## src/rtl/evt_counter_multi.sv

```systemverilog
`default_nettype none
// ============================================================================
//  Module   : evt_counter_multi
//  Purpose  : Parametrised multi-channel event counter. Each channel counts
//             modulo MAX_COUNT, up or down, and either wraps or saturates at
//             its bound. It supports synchronous clear and load, and emits a
//             registered one-cycle terminal-count pulse. With CASCADE=1 each
//             channel above channel 0 counts the carries of the channel below
//             it, and a full ripple resolves on a single clock edge.
//  Revision : 1.0  initial release
// ----------------------------------------------------------------------------
//  Ports
//    clk_in       in   1         system clock, rising edge
//    rst_n_in     in   1         asynchronous active-low reset
//    clr_in       in   NUM_CH    per-channel synchronous clear
//    load_in      in   NUM_CH    per-channel synchronous load
//    load_val_in  in   NUM_CH*W  load values, channel i at [i*W +: W]
//    evt_in       in   NUM_CH    count events (i>0 ignored when CASCADE=1)
//    dir_in       in   NUM_CH    1 = up, 0 = down
//    sat_in       in   NUM_CH    1 = saturate at bound, 0 = wrap
//    count_out    out  NUM_CH*W  registered counts, channel i at [i*W +: W]
//    term_out     out  NUM_CH    one-cycle terminal-event pulses
// ============================================================================
module evt_counter_multi #(
  parameter int MAX_COUNT = 640,
  parameter int NUM_CH    = 2,
  parameter int CASCADE   = 0,
  localparam int W        = $clog2(MAX_COUNT)
) (
  input  logic                clk_in,
  input  logic                rst_n_in,
  input  logic [NUM_CH-1:0]   clr_in,
  input  logic [NUM_CH-1:0]   load_in,
  input  logic [NUM_CH*W-1:0] load_val_in,
  input  logic [NUM_CH-1:0]   evt_in,
  input  logic [NUM_CH-1:0]   dir_in,
  input  logic [NUM_CH-1:0]   sat_in,
  output logic [NUM_CH*W-1:0] count_out,
  output logic [NUM_CH-1:0]   term_out
);

  // Top of the count range. MAX_COUNT need not be a power of two, so the
  // wrap point is always detected by explicit comparison against this value.
  localparam logic [W-1:0] TOP_VAL = W'(MAX_COUNT - 1);
  localparam logic [W-1:0] ONE_VAL = W'(1);

  logic [W-1:0]      count_q [NUM_CH];
  logic [W-1:0]      count_d [NUM_CH];
  logic [NUM_CH-1:0] term_q;
  logic [NUM_CH-1:0] tev;

  // --------------------------------------------------------------------------
  // Next-state logic. Channels are evaluated from 0 upward so that the carry
  // of channel i-1 is already known when channel i is evaluated; the carry
  // chain is purely combinational, which keeps the latency at one cycle for
  // every channel.
  // --------------------------------------------------------------------------
  always_comb begin
    logic         carry_prev;
    logic         carry_cur;
    logic         eff;
    logic         at_bound;
    logic [W-1:0] cur;
    logic [W-1:0] bound;
    logic [W-1:0] lval;

    carry_prev = 1'b0;
    carry_cur  = 1'b0;
    eff        = 1'b0;
    at_bound   = 1'b0;
    cur        = '0;
    bound      = '0;
    lval       = '0;
    tev        = '0;
    for (int i = 0; i < NUM_CH; i++) begin
      count_d[i] = '0;
    end

    for (int i = 0; i < NUM_CH; i++) begin
      cur   = count_q[i];
      lval  = load_val_in[i*W +: W];
      bound = dir_in[i] ? TOP_VAL : '0;

      // Channel 0 always takes its own event input; higher channels follow
      // the carry of the channel below when cascaded.
      if ((CASCADE != 0) && (i > 0)) begin
        eff = carry_prev;
      end else begin
        eff = evt_in[i];
      end

      at_bound = (cur == bound);

      // Clear and load suppress the terminal event, and with it any carry,
      // so they can never step the next channel up the chain.
      tev[i]    = eff & at_bound & ~clr_in[i] & ~load_in[i];
      carry_cur = tev[i] & ~sat_in[i];

      if (clr_in[i]) begin
        count_d[i] = '0;
      end else if (load_in[i]) begin
        // Out-of-range load values clamp to the top of the range.
        count_d[i] = (lval > TOP_VAL) ? TOP_VAL : lval;
      end else if (!eff) begin
        count_d[i] = cur;
      end else if (!at_bound) begin
        count_d[i] = dir_in[i] ? (cur + ONE_VAL) : (cur - ONE_VAL);
      end else if (!sat_in[i]) begin
        count_d[i] = dir_in[i] ? '0 : TOP_VAL;
      end else begin
        count_d[i] = cur;
      end

      carry_prev = carry_cur;
    end
  end

  // --------------------------------------------------------------------------
  // State registers. Reset clears every count and drops any pending pulse.
  // --------------------------------------------------------------------------
  always_ff @(posedge clk_in or negedge rst_n_in) begin
    if (!rst_n_in) begin
      for (int i = 0; i < NUM_CH; i++) begin
        count_q[i] <= '0;
      end
      term_q <= '0;
    end else begin
      for (int i = 0; i < NUM_CH; i++) begin
        count_q[i] <= count_d[i];
      end
      term_q <= tev;
    end
  end

  // Pack the per-channel registers onto the flat output bus.
  generate
    for (genvar g = 0; g < NUM_CH; g++) begin : g_pack
      assign count_out[g*W +: W] = count_q[g];
    end
  endgenerate

  assign term_out = term_q;

endmodule
`default_nettype wire

```

## config.mk

```make
export PLATFORM = sky130hd
export DESIGN_NAME = evt_counter_multi
export DESIGN_NICKNAME = d
export VERILOG_FILES = /design/src/rtl/evt_counter_multi.sv
export SDC_FILE = /design/constraint.sdc
export NUM_CORES = 1
export LEC_CHECK = 0
export ABC_AREA = 1
export BUFFER_PORTS_ARGS = -buffer_cell sky130_fd_sc_hd__buf_4
export CORE_MARGIN = 5
export CORE_UTILIZATION = 35
export DETAILED_ROUTE_END_ITERATION = 6
export PLACE_DENSITY_LB_ADDON = 0.2
export SYNTH_ARGS = -nofsm -noshare
export SYNTH_HDL_FRONTEND = slang
export SYNTH_SLANG_ARGS = --single-unit
```

## constraint.sdc

```tcl
create_clock -name clk_in -period 1.6 [get_ports clk_in]
set_clock_uncertainty 0.05 [all_clocks]
set_input_delay 0.32 -clock clk_in [delete_from_list [all_inputs] [get_ports clk_in]]
set_output_delay 0.32 -clock clk_in [all_outputs]
set_load 0.01 [all_outputs]
```

* Yosys cells after proc, flatten, opt, wreduce, memory -nomap -nowiden
Cells that the tools add are included.
Word-level totals: register bits 22, bits of input ports 32, word-level logic and storage cells 45, output and inout bits 22
Operators by class: reduce and logical (&&, ||, !) cells 4, multiplexer cells 18, $lt $le $gt $ge 2, eq/ne operators 4, add/subtract/negate cells 4, bitwise operators 10
Operator list (number):
- 2-to-1 mux 10 bit | 18
- adder 10 x 1 -> 10 bit, second input constant | 2
- equality test 10 bit | 2
- > comparator 10 bit, second input constant | 2
- subtractor 10 x 1 -> 10 bit, second input constant | 2
- inequality test 4 bit, second input constant | 2
- AND 1 bit | 6
- nonzero test 3 bit | 2
- inverter 1 bit | 4
- AND reduction 2 bit | 2

* Longest topological paths before layout
depth after elaboration 6, mapped depth 15, gate-level depth less buffers 14

* Worst setup path before layout
OpenSTA, ideal clock, no wires.
kind input port to flip-flop, start in dir_in[1], end reg count_q, in the netlist count_out[15], slack -0.276 ns, data arrival time 1.710 ns, path buffers 0, cell stages on the path 10, path through inv_1 -> ha_1 -> nand2_1 -> nand3_1 -> nand2_1 -> nand2_1 -> xor2_1 -> or2_2 -> nand2_1 -> nand2_1
On the way: cells in the longest elaborated chain, start to end 6, elaborated cells between the ends (all ways) 11, classes of those cells eq/ne (2); mux (8); reduce/logical (1)
Ends and longest elaborated chain:
- start, declared | line 36 | input logic [NUM_CH-1:0] dir_in,
- 2-to-1 mux 10 bit, on equally long branches | line 82, 109
- equality test 10 bit / 2-to-1 mux 10 bit (equally long branches) | line 92, 108
- 2-to-1 mux 10 bit | line 106 | end else if (!at_bound) begin
- 2-to-1 mux 10 bit | line 104 | end else if (!eff) begin
- 2-to-1 mux 10 bit | line 101 | end else if (load_in[i]) begin
- 2-to-1 mux 10 bit | line 99 | if (clr_in[i]) begin
- end signal, assigned by index | line 129 | count_q[i] <= count_d[i];
- end, declared | line 47 | logic [W-1:0] count_q [NUM_CH];
Several ways; a longest one is shown, not always the timed one. The select of a mux whose other input is x is not followed. A chain may end at the register's enable or synchronous reset.

* Worst setup path after layout
start in dir_in[1], end reg count_q, in the netlist count_out[12]
Same word-level chain as after synthesis.

==> summary.md <==
The worst pin sits at a relative slew slack of 75.3%. The highest ir drop seen on vdd is 0.000372 V. Element type at the critical path end: a flop. Walking the worst path, the cells encountered are buf_8 > clkinvlp_4 > buf_6 > ha_4 > nand4_1 > nor2_4 > nand3_2 > nand2_2 > nand2_4 > nand3_4 > buf_4 > o21ai_2. The path class of the lowest-slack min-delay path was in2reg.

The kind of cell with the highest combined delay on the critical path is simple AND/OR/NAND/NOR gates. Dividing the detail-routed wire length by the instance count gives 14.5 µm. Number of sinks driven by the clock tree: 22. From synthesis to final layout, the design area changed by 72.5%. The run gives 0.00218 mm² as the summed instance area of the synthesized netlist.

STA puts the critical path data required time at 1.73 ns. With fillers left out, the area of the finished cells amounts to 0.00376 mm². Maximum achievable frequency: 546 MHz. Summed over all instances, the cell type with the most area after synthesis is dfrtp_1. The wire-length estimate of the detail-placed layout is 5790 µm. 54 I/O pins were placed. The number of nets handed over by synthesis was 395. For this run, the number of Yosys warnings is 0.

After synthesis, the cell types taking the most area are dfrtp_1 (25%), nand2_1 (22%), ha_1 (9.2%). The logs give 0 for the number of antenna violations at the first check in global routing and 0 for the hold violation total from the final report. Fraction of the core area covered by cells at the end of the flow: 62.8%.

The run gives 2 as the buffer levels on the longest clock path. In the global route stage, overall resource usage came out at 20.5%. Yosys mapped the design onto 33 distinct sky130hd cell types.

Each instance of the synthesized netlist takes up on average 6.32 µm². Counting both buffers and inverters, the worst setup path holds a total of 4. The via count of the first global-routing pass was 2745.

Summing all placed instances gives a cell area of 0.00320 mm². The number of buffer cells added on primary ports is 53, and the number of endpoints failing setup at the final stage is 20. The area fraction of the dominant cell type after synthesis is 25.2%, and the leakage dissipation is 1.94 nW. The layout has 536 filler cells.

The critical path is of the in2reg type. Across the run, the number of max-cap violations was 0. Kind of start point of the critical path: a primary input. The gate count of the mapped netlist is 345, and the worst hold slack is 0.229 ns.

For the worst-skew pair, the clock arrives at the later sink with an insertion delay of 0.27 ns. The level count of the clock H-tree is 1. Summed over all layers, the global routing overflow is 0.

The highest cell delay on the worst timing path was 0.28 ns; the sequential cell area fraction in the yosys report was 25.2%. The combinational family with the most area after synthesis is simple AND/OR/NAND/NOR gates. At the pin with the least slew margin, the transition time is 0.370 ns. The number of diodes added for antenna fixing was 0; the post-synthesis compound-gate area fraction was 9.93%. For the antenna violation net count after detailed routing, the log shows 0. From bottom edge to top edge, the die measures 88.9 µm.

Slowest library cell on the worst path: ha_4. In this run, synthesis produced a sequential element count of 22. The run gives 23 as the pin count of the biggest net entering global routing. The congestion estimate from routability-driven global placement came to 0.911.

For the initial standard-cell utilization of the core, the log shows 36.4%. The run finished, with violations left. TritonCTS built the clock tree.

The part of the cycle the worst path needs works out to 114%. For the final wirelength, the log shows 7970 µm. For the worst path setup slack after routing, the log shows -0.231 ns. The net count of the finished layout is 526. For this design the ratio of total power to cell area is 814 mW/mm². Post-synthesis share of cell area spent on xor and xnor gates: 3.56%.

Setup repair after global routing could not meet its margin everywhere. Of the cells placed in the final design, the portion with a size suffix greater than 1 is 45.3%. The tools report the detailed-routing iteration count for the pre-antenna-repair pass as 4. Clock tree synthesis selected as its root buffer the cell clkbuf_8.

The max-slew violation count is 0, and the placeable core region is 0.00599 mm². For the final routed database, the setup TNS stands at -3.64 ns. The synthesized netlist devotes 42.3% of its cell area to simple gates. Timing analysis after detailed placement gives a worst setup slack of -0.551 ns. The adder-cell share of the synthesized area came out at 11.0%. Of all nets on the critical path, the largest fanout is 7. Remaining design rule violation count: 0.

The final reports fail on setup timing. The floorplan step defined a die boundary enclosing 0.00791 mm². The run gives 12700 µm as the global-route wire length before repair.

The number of core rows came out at 28. After detailed routing, the number of vias per cell comes to 4.97. The die is 88.9 µm wide. Clock-pin transition on the worst setup and hold timing paths: 0.10 ns. Portion of netlist area occupied by mux cells: 0%. For this block, the via count after detailed routing is 2736. The critical path data arrival time came out at 1.96 ns. TritonCTS created 3 clock buffers. The final critical-path required period is 1.83 ns, and the initial detailed-routing violation count is 143.
## metrics by stage
stage / std cells / power [mW]
finish: 550 / 3.06
global route: 550 / 3.27
CTS: 547 / 2.94
detailed placement: 533 / 2.18
global placement: 533 / 2.18
floorplan: 345 / 1.50
## area by class of cell
cell class              instances  area (µm²)  area share [%]
multi-input cells             279        1860            49.4
repair buffers                128        1000            26.6
inverters                      42         184            4.89
flip-flops and latches         22         556            14.8
clock inverters                 1        30.0           0.798
clock buffers                   3        41.3            1.10
well taps                      75        93.8            2.49
## what timing repair did
action / in CTS / in global routing
setup endpoints to repair: 20 / 21
gates resized for setup: 65 / 30
endpoints found under the hold margin: 22 / 0
gates cloned: 0 / 0
pin swaps: 21 / 20
buffers inserted: 9 / 4
hold buffers: 1 / 0
## registers in the layout (all words and copies together), names as in the netlist
name,flops
term_out,2
count_out,20
## worst paths after layout
kind	to	slack [ns]	depth (start not counted)	from
min in group asynchronous	count_out[14]$_DFFE_PN0P_	0.43	2	rst_n_in
worst min register to register	count_out[1]$_DFFE_PN0P_	0.53	2	count_out[1]$_DFFE_PN0P_
worst max register to register	count_out[7]$_DFFE_PN0P_	-0.21	12	count_out[4]$_DFFE_PN0P_
worst max-delay path	count_out[12]$_DFFE_PN0P_	-0.23	12	dir_in[1]
worst min-delay path	term_out[1]$_DFF_PN0_	0.23	3	evt_in[1]
max in group asynchronous	count_out[5]$_DFFE_PN0P_	0.78	2	rst_n_in
## logic make-up (layout without fill, tap and decap cells)
kind of cell | Yosys count | count (layout)
fa+ha+maj | 18 | 18
flops | 22 | 22
compound gates | 37 | 37
xor+xnor | 8 | 8
buf+inv | 44 | 174
simple gates | 216 | 216
## tightest hold or removal path: stages
cell and delay, ns:
buf_4 0.12, nand2_1 0.06, nor2_1 0.04
## metal layers
layer	part of all wire, %	vias up	global-route usage [%]
li1	-	1378	-
met1	47	1278	29.4
met2	46	70	32.4
met3	5.8	10	2.76
met4	1.1	0	5.55
met5	0	-	0
## power breakdown
group	internal (mW)	switching (mW)	total (mW)
Combinational	0.897	0.902	1.80
Clock	0.335	0.217	0.552
Sequential	0.627	0.0853	0.712
Total	1.86	1.20	3.06
## placed cells by master, fill, tap and decap left out, types with 8 or more instances in the layout
| cell type | Yosys | final |
|---|---|---|
| a21oi_1 | 12 | 8 |
| buf_4 | 1 | 118 |
| buf_6 | 0 | 8 |
| dfrtp_1 | 22 | 18 |
| ha_4 | 0 | 13 |
| inv_1 | 37 | 32 |
| nand2_1 | 127 | 110 |
| nand2_2 | 4 | 16 |
| nand3_1 | 31 | 19 |
| nand3_2 | 2 | 11 |
| nand4_1 | 8 | 8 |
| nor2_1 | 32 | 23 |
| nor2_2 | 2 | 8 |
| o21ai_1 | 1 | 9 |
## cells in the mapped netlist, drive strengths merged
| cell type | count |
|---|---|
| nand2 | 132 |
| inv | 41 |
| nor2 | 34 |
| nand3 | 33 |
| dfrtp | 22 |
| ha | 16 |
| o21ai | 15 |
| a21oi | 12 |
| nand4 | 8 |
| xnor2 | 5 |
| nor3 | 4 |
| o22ai | 4 |
| xor2 | 3 |
| a21o | 2 |
| buf | 2 |
| fa | 2 |
| o21bai | 2 |
| o31ai | 2 |
| or2 | 2 |
| and3 | 1 |
| clkinv | 1 |
| nand3b | 1 |
| nor4 | 1 |
Power figures use the tool's default switching activity.
